[config.mk]
export PLATFORM = sky130hd
export DESIGN_NAME = fetch_next_pc
export DESIGN_NICKNAME = d
export VERILOG_FILES = /design/src/rtl/fetch_next_pc_pkg.sv /design/src/rtl/fetch_next_pc_predecode.sv /design/src/rtl/fetch_next_pc.sv
export SDC_FILE = /design/constraint.sdc
export NUM_CORES = 1
export LEC_CHECK = 0
export CAP_MARGIN = 0
export CORE_UTILIZATION = 50
export CTS_CLUSTER_SIZE = 8
export DETAILED_ROUTE_END_ITERATION = 10
export PLACE_DENSITY = 0.8
export RECOVER_POWER = 100
export SETUP_SLACK_MARGIN = 0.5
export SLEW_MARGIN = 20
export SYNTH_ARGS = -nofsm -noshare
export SYNTH_HDL_FRONTEND = slang
export SYNTH_SLANG_ARGS = --single-unit
[constraint.sdc]
create_clock -name clock -period 4.6 [get_ports clock]
set_input_delay 0.46 -clock clock [delete_from_list [all_inputs] [get_ports clock]]
set_output_delay 0.46 -clock clock [all_outputs]
set_load 0.05 [all_outputs]
[src/rtl/fetch_next_pc_pkg.sv]
// Shared fetch-stage definitions: RISC-V control opcodes, link registers,
// FSM states and the packet held for dispatch.
package fetch_next_pc_pkg;

    localparam int PKT_XLEN = 32;

    localparam logic [6:0] OP_JAL    = 7'b1101111;
    localparam logic [6:0] OP_JALR   = 7'b1100111;
    localparam logic [6:0] OP_BRANCH = 7'b1100011;

    localparam logic [4:0] REG_ZERO = 5'd0;
    localparam logic [4:0] REG_RA   = 5'd1;
    localparam logic [4:0] REG_T0   = 5'd5;

    typedef enum logic {
        S_REQ,
        S_VALID
    } fetch_state_e;

    typedef struct packed {
        logic [31:0]         inst;
        logic [PKT_XLEN-1:0] PC;
        logic [PKT_XLEN-1:0] NPC;
        logic                pred_taken;
    } fetch_pkt_t;

    function automatic logic is_link(input logic [4:0] r);
        return (r == REG_RA) || (r == REG_T0);
    endfunction

endpackage

[src/rtl/fetch_next_pc_predecode.sv]
// Combinational predecode: classifies calls/returns and predicts the next PC
// for one instruction at a given PC.
module fetch_next_pc_predecode
    import fetch_next_pc_pkg::*;
#(
    parameter int XLEN = 32
) (
    input  logic [31:0]     i_inst,
    input  logic [XLEN-1:0] i_pc,
    input  logic            i_read_from_ras,
    input  logic [XLEN-1:0] i_jal_ret_addr,
    output logic            o_is_call,
    output logic            o_is_return,
    output logic [XLEN-1:0] o_npc,
    output logic            o_pred_taken
);

    logic [6:0]      w_opcode;
    logic [4:0]      w_rd;
    logic [4:0]      w_rs1;
    logic            w_is_jal;
    logic            w_is_jalr;
    logic            w_is_branch;
    logic [XLEN-1:0] w_pc_plus4;
    logic [XLEN-1:0] w_jimm;
    logic [XLEN-1:0] w_bimm;

    assign w_opcode    = i_inst[6:0];
    assign w_rd        = i_inst[11:7];
    assign w_rs1       = i_inst[19:15];
    assign w_is_jal    = (w_opcode == OP_JAL);
    assign w_is_jalr   = (w_opcode == OP_JALR);
    assign w_is_branch = (w_opcode == OP_BRANCH);
    assign w_pc_plus4  = i_pc + XLEN'(4);

    assign w_jimm = {{(XLEN-21){i_inst[31]}}, i_inst[31], i_inst[19:12],
                     i_inst[20], i_inst[30:21], 1'b0};
    assign w_bimm = {{(XLEN-13){i_inst[31]}}, i_inst[31], i_inst[7],
                     i_inst[30:25], i_inst[11:8], 1'b0};

    // A link write marks a call even when rs1 is also a link register.
    assign o_is_call   = (w_is_jal || w_is_jalr) && is_link(w_rd);
    assign o_is_return = w_is_jalr && (w_rd == REG_ZERO) && is_link(w_rs1) && !o_is_call;

    always_comb begin
        o_npc = w_pc_plus4;
        if (w_is_jal) begin
            o_npc = i_pc + w_jimm;
        end else if (w_is_branch && i_inst[31]) begin
            o_npc = i_pc + w_bimm;
        end else if (o_is_return && i_read_from_ras) begin
            o_npc = i_jal_ret_addr;
        end
    end

    assign o_pred_taken = (o_npc != w_pc_plus4);

endmodule

[src/rtl/fetch_next_pc.sv]
// Fetch-stage next-PC generator: drives I-cache lookups, holds one predecoded
// instruction for dispatch and issues RAS push/pop once per dispatched instruction.
module fetch_next_pc
    import fetch_next_pc_pkg::*;
#(
    parameter int              XLEN     = PKT_XLEN,
    parameter logic [XLEN-1:0] RESET_PC = '0
) (
    input  logic            clock,
    input  logic            reset,
    output logic [XLEN-1:0] icache_req_addr,
    input  logic            icache_rsp_valid,
    input  logic [31:0]     icache_rsp_inst,
    output logic            if_valid,
    input  logic            if_ready,
    output logic [31:0]     if_inst,
    output logic [XLEN-1:0] if_PC,
    output logic [XLEN-1:0] if_NPC,
    output logic            if_pred_taken,
    output logic            ras_push_enable,
    output logic            ras_pop_enable,
    output logic [XLEN-1:0] jal_PC_plus_4,
    input  logic            read_from_ras,
    input  logic [XLEN-1:0] jal_ret_addr,
    input  logic            commit_mis_pred,
    input  logic [XLEN-1:0] commit_target_PC
);

    fetch_state_e    r_state;
    fetch_state_e    w_nxt_state;
    logic [XLEN-1:0] r_pc;
    logic [XLEN-1:0] w_nxt_pc;
    fetch_pkt_t      r_pkt;
    logic            r_call;
    logic            r_ret;
    logic            w_capture;
    logic            w_fire;
    logic            w_push;
    logic            w_pop;
    logic [XLEN-1:0] w_req_addr;
    logic            w_pd_call;
    logic            w_pd_ret;
    logic [XLEN-1:0] w_pd_npc;
    logic            w_pd_taken;

    fetch_next_pc_predecode #(.XLEN(XLEN)) u_predecode (
        .i_inst          (icache_rsp_inst),
        .i_pc            (w_req_addr),
        .i_read_from_ras (read_from_ras),
        .i_jal_ret_addr  (jal_ret_addr),
        .o_is_call       (w_pd_call),
        .o_is_return     (w_pd_ret),
        .o_npc           (w_pd_npc),
        .o_pred_taken    (w_pd_taken)
    );

    assign w_fire = (r_state == S_VALID) && if_ready && !commit_mis_pred;
    assign w_push = w_fire && r_call;
    assign w_pop  = w_fire && r_ret && read_from_ras;

    always_comb begin
        w_nxt_state = r_state;
        w_nxt_pc    = r_pc;
        w_capture   = 1'b0;
        w_req_addr  = r_pc;
        case (r_state)
            S_REQ: begin
                if (icache_rsp_valid) begin
                    w_capture   = 1'b1;
                    w_nxt_state = S_VALID;
                end
            end
            S_VALID: begin
                w_req_addr = w_fire ? r_pkt.NPC : r_pkt.PC;
                // After a RAS op the next prediction must see the updated top,
                // so the follow-on lookup is deferred to a fresh REQ cycle.
                if (w_fire) begin
                    if (w_push || w_pop || !icache_rsp_valid) begin
                        w_nxt_pc    = r_pkt.NPC;
                        w_nxt_state = S_REQ;
                    end else begin
                        w_capture = 1'b1;
                    end
                end
            end
            default: w_nxt_state = S_REQ;
        endcase
        if (commit_mis_pred) begin
            w_nxt_state = S_REQ;
            w_nxt_pc    = commit_target_PC;
            w_capture   = 1'b0;
        end
    end

    always_ff @(posedge clock or posedge reset) begin
        if (reset) begin
            r_state <= S_REQ;
            r_pc    <= RESET_PC;
            r_pkt   <= '0;
            r_call  <= 1'b0;
            r_ret   <= 1'b0;
        end else begin
            r_state <= w_nxt_state;
            r_pc    <= w_nxt_pc;
            if (w_capture) begin
                r_pkt.inst       <= icache_rsp_inst;
                r_pkt.PC         <= w_req_addr;
                r_pkt.NPC        <= w_pd_npc;
                r_pkt.pred_taken <= w_pd_taken;
                r_call           <= w_pd_call;
                r_ret            <= w_pd_ret;
            end
        end
    end

    assign icache_req_addr = w_req_addr;
    assign if_valid        = (r_state == S_VALID);
    assign if_inst         = r_pkt.inst;
    assign if_PC           = r_pkt.PC;
    assign if_NPC          = r_pkt.NPC;
    assign if_pred_taken   = r_pkt.pred_taken;
    assign ras_push_enable = w_push;
    assign ras_pop_enable  = w_pop;
    assign jal_PC_plus_4   = r_pkt.PC + XLEN'(4);

endmodule

==> metrics.txt, run 1 <==
status complete, but fails checks; violated checks max-capacitance violations, max-slew violations; main combinational cell family by area after synthesis simple AND/OR/NAND/NOR gates; worst-margin pin slew 3160 ps; initial antenna violation count 3; Max Root-Sink Buffers 2; fin area 18600 sq um; WL/cell 24.7 um; vias in the first global route 14100; share of cells above drive strength 1 27.1%; library cells used by synthesis 86; Post-synth EDFFs 0; H-tree levels 4; antenna-violating nets left 0; final RePlAce weighted congestion 1.03; Ports 266; final non-filler cell total 2383; Post-CTS Hold Fix Bufs 0; Final Max Tran Viols 188; Synth Area in Compound Gates 23.7%; Remaining DRCs 0; Commonest cells post-synth 355 x nand2_1, 132 x dfrtp_1, 122 x o21ai_0, 98 x nor2_1, 96 x a21oi_1; Post-DP Area 16700 sq um; Synth Area in Simple Gates 27.3%; synth top area cells dfrtp_1 28%, nand2_1 11%, o21ai_0 5.2%; Final setup viols 0; gr usage total 44.4%; Slowest-stage cell, CP dfrtp_2; worst-skew pair later-pin latency 450 ps; min-delay worst type in2reg; crit end category flop; Hold Vio Cnt, Final 0; Synth Register Bits 132; maxcap violations 3; asr flop ratio synth 100%; slowest stage delay, CP 440 ps; Bufs and invs on worst path 6; synthesized area 11700 sq um; # port buffers 265; Die Height 155 um; CTS root buf clkbuf_16; grt met3 use 13.2%; DRT Pass-1 Iters 7; routed wire length 58.8 mm; layout net count 2203; Final Cycle Share 97.3%; via count 15600; CTS tree done; Post-Syn Instances 1528; CP delay by family, top compound AO/OA/AOI/OAI gates; worst relative slew slack -112%; ys flop type dfrtp_1; Via-to-Cell Ratio 6.56; Die X 155 um; CP required 4900 ps; Power Dens Cells 409 nW/um^2; Net Count, Synth 1677; Num CTS Buffers 17; Adder-Cell Fraction of Synth Area 5.17%; CP Data Arrival Time 4770 ps; Startpoint Class flop; Max FO, Critical Path 10; total gr overflow 0; f_max 223 MHz; RSZ-0062 raised after global routing yes; Initial Util 51.3%; Synth Warn # 0; global-route wire length before repair 80.7 mm; critical-path cell list buf_4 -> buf_12 -> clkbuf_16 -> nor2_2 -> a311oi_4 -> buf_6 -> ha_4 -> buf_6 -> nand2_2 -> a2111oi_4 -> a211oi_2 -> buf_4 -> o31a_1 -> xnor2_1 -> o221ai_1 -> o311ai_2 -> a311oi_1 -> o2111ai_1 -> nor3_2 -> a41oi_2; most common cell in the netlist nand2_1; crit path time final 4480 ps; Leak 0.00832 uW; clk slew on worst S/H paths 70 ps; post-synthesis mux area share 2.79%; placed cell count 2300; Design Power 7630 uW; largest area contributor in the netlist dfrtp_1; xor-xnor portion of the synthesized cell area 8.18%; largest net degree at the start of global routing 103; Max VDD drop 0.252 mV; Crit Path Class reg2reg; register area share after synthesis 28.3%; CTS sink cnt 132; synthesized area per cell 7.64 sq um; Fin Clk Skew 16.9 ps; top cell type's share of synthesized area 28.3%; Detail Placement HPWL 38.0 mm; gr busiest metal met2; met1 GRT Util 59.2%; Area Growth Syn to Fin 59.7%; core box area 22800 sq um; area of the die 24000 sq um; 1st-iter DRT viols 2235; row count 55; met2 usage 65.5%
-- stage by stage --
step	setup slack (ps)	setup TNS (ps)	hold WS, ps	utilization [%]
after floorplan	-15.8	-15.8	472	-
final	125	0	341	81.9
after CTS	354	0	332	78.3
after detailed placement	-550	-1440	462	73.3
after global placement	-451	-977	456	73.3
after global routing	20.9	0	337	81.8
-- report_power, final --
part	internal (uW)	switching, uW	total [uW]
sequential	1370	307	1680
clock	733	678	1410
combinational	1720	2820	4540
total	3820	3810	7630
-- flip-flops by register name, summed over array words and instances, names as in the netlist --
| signal | cells |
|---|---|
| if_NPC | 32 |
| if_PC | 32 |
| if_inst | 32 |
| r_pc | 32 |
| if_pred_taken | 1 |
| if_valid | 1 |
| r_call | 1 |
| r_ret | 1 |
-- what timing repair did --
item,CTS,global route
setup buffers,19,26
cloned,1,2
gates resized for setup,72,129
endpoints found under the setup margin,14,14
hold endpoints to repair,0,0
pin swaps,30,72
-- layer usage --
layer / routed length [um] / vias up
met2: 24400 / 1482
met5: 12 / -
met3: 8480 / 357
li1: - / 6535
met1: 22200 / 7263
met4: 3790 / 2
-- area by class of cell --
class | instances | area [sq um]
timing repair buffer | 599 | 5310
tap | 313 | 392
inverter | 30 | 118
multi-input combinational | 1274 | 8940
clock inverter | 14 | 138
clock buffer | 18 | 439
fill | 1374 | 4130
antenna | 3 | 7.51
sequential | 132 | 3310
-- final timing paths --
check,endpoint,cells past startpoint,start,slack [ps]
hold reg to reg,if_inst[8],2,if_inst[8],470
setup reg to reg,if_pred_taken,20,if_valid,120
max in group asynchronous,if_PC[30],3,reset,1190
hold / removal,r_pc[4],2,commit_mis_pred,340
setup / recovery,if_pred_taken,20,if_valid,120
min in group asynchronous,if_PC[3],2,reset,1360
-- cell usage in the layout, fill, tap and decap left out, types with 14 or more instances in the layout --
| master | netlist | final |
|---|---|---|
| a21oi_1 | 96 | 71 |
| nand4b_1 | 15 | 15 |
| nand2b_1 | 20 | 20 |
| a31oi_1 | 34 | 31 |
| o21ai_0 | 122 | 102 |
| inv_1 | 29 | 27 |
| clkdlybuf4s50_1 | 0 | 101 |
| xor2_1 | 40 | 39 |
| xnor2_1 | 69 | 61 |
| a21o_1 | 17 | 17 |
| dlygate4sd3_1 | 0 | 153 |
| and3_1 | 17 | 16 |
| ha_1 | 45 | 25 |
| ha_4 | 0 | 14 |
| nor2_1 | 98 | 93 |
| clkbuf_16 | 0 | 18 |
| nand3_1 | 33 | 30 |
| dfrtp_1 | 132 | 130 |
| nand4_1 | 28 | 28 |
| a21oi_2 | 0 | 24 |
| mux2i_1 | 28 | 27 |
| nor3_1 | 21 | 17 |
| nand2_1 | 355 | 350 |
| o21ai_1 | 2 | 15 |
| buf_4 | 9 | 309 |
-- cell families after synthesis --
| group | after synthesis |
|---|---|
| buffers and inverters | 122 |
| AND/OR/NAND/NOR | 672 |
| flip-flops | 132 |
| XOR/XNOR | 109 |
| adder cells (fa/ha/maj) | 47 |
| multiplexers | 32 |
| AO/OA/AOI/OAI | 414 |
Power figures use the tool's default switching activity.
==> inputs of run 2 (changes only) <==
--- a/config.mk
+++ b/config.mk
@@ -9,7 +9,7 @@
 export CORE_UTILIZATION = 50
 export CTS_CLUSTER_SIZE = 8
 export DETAILED_ROUTE_END_ITERATION = 10
-export PLACE_DENSITY = 0.8
+export DONT_BUFFER_PORTS = 1
 export RECOVER_POWER = 100
 export SETUP_SLACK_MARGIN = 0.5
 export SLEW_MARGIN = 20
==> metrics.txt, run 2 (synthesis gave the netlist of run 1 again) <==
DRT Pass-1 Iters 8; crit end category flop; Hold Vio Cnt, Final 0; Area Growth Syn to Fin 21.1%; H-tree levels 4; Ports 266; Slowest-stage cell, CP dfrtp_4; layout net count 1797; min-delay worst type in2async; Die X 155 um; CTS sink cnt 132; core box area 22800 sq um; Max Root-Sink Buffers 2; via count 12300; row count 55; antenna-violating nets left 0; 1st-iter DRT viols 1128; CTS root buf clkbuf_16; Max FO, Critical Path 4; Die Height 155 um; Post-DP Area 13300 sq um; Power Dens Cells 454 nW/um^2; Critical Path Source if_valid; Leak 0.00606 uW; commonest cells after routing, fill and taps aside 353 x nand2_1, 135 x buf_4, 130 x dfrtp_1; post-route setup slack 115 ps; WL/cell 22.9 um; vias in the first global route 11200; most frequent CP cell o31ai_2; Final Max Tran Viols 34; Final Cycle Share 97.5%; RSZ-0062 raised after global routing yes; slowest stage delay, CP 510 ps; Crit Path Class reg2reg; Detail Placement HPWL 34.6 mm; share of cells above drive strength 1 17.6%; f_max 223 MHz; Remaining DRCs 0; Post-CTS Hold Fix Bufs 0; Max VDD drop 0.234 mV; most common cell after layout, fill and taps aside nand2_1; routed wire length 45.4 mm; Initial Util 51.3%; CP delay by family, top compound AO/OA/AOI/OAI gates; critical-path cell list and4b_1 -> a311oi_4 -> inv_2 -> ha_4 -> fa_2 -> nor4b_2 -> o211ai_1 -> o31ai_2 -> mux2i_1 -> o31ai_2 -> nor4_2 -> o2111a_1 -> nand4_1 -> a2111oi_4 -> buf_4 -> o2111ai_2 -> nor3_1 -> a41oi_1; Final setup viols 0; CTS tree done; Num CTS Buffers 17; Startpoint Class flop; largest net degree at the start of global routing 102; CP Data Arrival Time 4770 ps; violated checks max-capacitance violations, max-slew violations; # port buffers 0; final RePlAce weighted congestion 0.995; Fill cells 2086; Bufs and invs on worst path 2; status complete, but fails checks; clk slew on worst S/H paths 70 ps; worst-margin pin slew 1860 ps; Via-to-Cell Ratio 6.24; maxcap violations 1; area of the die 24000 sq um; crit path time final 4490 ps; fin area 14100 sq um; worst-skew pair later-pin latency 440 ps; gr usage total 37.4%; Fin Clk Skew 14.9 ps; initial antenna violation count 4; worst relative slew slack -24.0%; global-route wire length before repair 67.4 mm; r2r startpoint if_valid; total gr overflow 0; CP required 4890 ps; pre-CTS setup slack -65.1 ps
[run 2: cell types whose count changed in the layout (fill, tap and decap cells not counted), sizes merged]
cell	before	now
clkinv	4	5
dlygate4sd2	1	0
dlymetal6s2s	5	0
bufinv	0	1
dlygate4sd3	153	0
buf	332	142
clkbuf	25	69
clkinvlp	4	2
clkdlybuf4s50	101	0
[run 2: power breakdown]
part           leakage [uW]  switching, uW  internal (uW)
registers           0.00161            466           1360
logic               0.00417           2220            979
clock network      0.000285            614            774
[run 2: worst reg2reg max path: stages, from the launching register on]
cell       delay, ps
dfrtp_4          510
and4b_1          230
a311oi_4         330
inv_2            110
ha_4             180
fa_2             440
nor4b_2          270
o211ai_1         150
o31ai_2          120
mux2i_1          360
o31ai_2          140
nor4_2           290
o2111a_1         240
nand4_1          160
a2111oi_4        220
buf_4            160
o2111ai_2         90
nor3_1           190
a41oi_1          130
[run 2: final timing paths]
| kind | end | depth (start not counted) | slack [ps] |
|---|---|---|---|
| setup / recovery | if_pred_taken | 18 | 110 |
| hold / removal | r_pc[3] | 1 | 80 |
| setup reg to reg | if_pred_taken | 18 | 110 |
| hold reg to reg | r_ret | 2 | 530 |
| max in group asynchronous | if_PC[2] | 2 | 2170 |
| min in group clock | if_inst[18] | 2 | 110 |
[run 2: routing by layer]
layer	vias to the layer above	global-route usage (%)	share of wire (%)
met5	-	0	0.029
met4	2	10.1	2.2
met3	66	8.80	11
met2	643	54.6	42
met1	5908	54.8	45
li1	5717	-	-
[run 2: stage by stage]
stage / power, uW / util, % / TNS, ps / cells / hold WS [ps]
floorplan: 4030 / - / -15.8 / 1528 / 472
detailed placement: 4970 / 58.3 / -65.1 / 1932 / 512
global placement: 4950 / 58.3 / -38.0 / 1932 / 493
finish: 6420 / 62.1 / 0 / 1977 / 75.1
CTS: 6400 / 61.7 / 0 / 1966 / 97.8
global route: 6680 / 62.0 / -73.5 / 1974 / 102
[run 2: timing repair]
action,CTS,global route
endpoints found under the setup margin,9,10
pin swaps,9,24
resized for setup,29,37
setup buffers,2,8
[run 2: area by class of cell]
class / instances / area, sq um / area share (%)
sequential: 132 / 3310 / 23.4
timing repair buffer: 193 / 1310 / 9.29
multi-input combinational: 1274 / 8410 / 59.5
antenna: 3 / 7.51 / 0.0531
inverter: 30 / 121 / 0.859
clock inverter: 14 / 141 / 1.00
clock buffer: 18 / 439 / 3.11
tap: 313 / 392 / 2.77
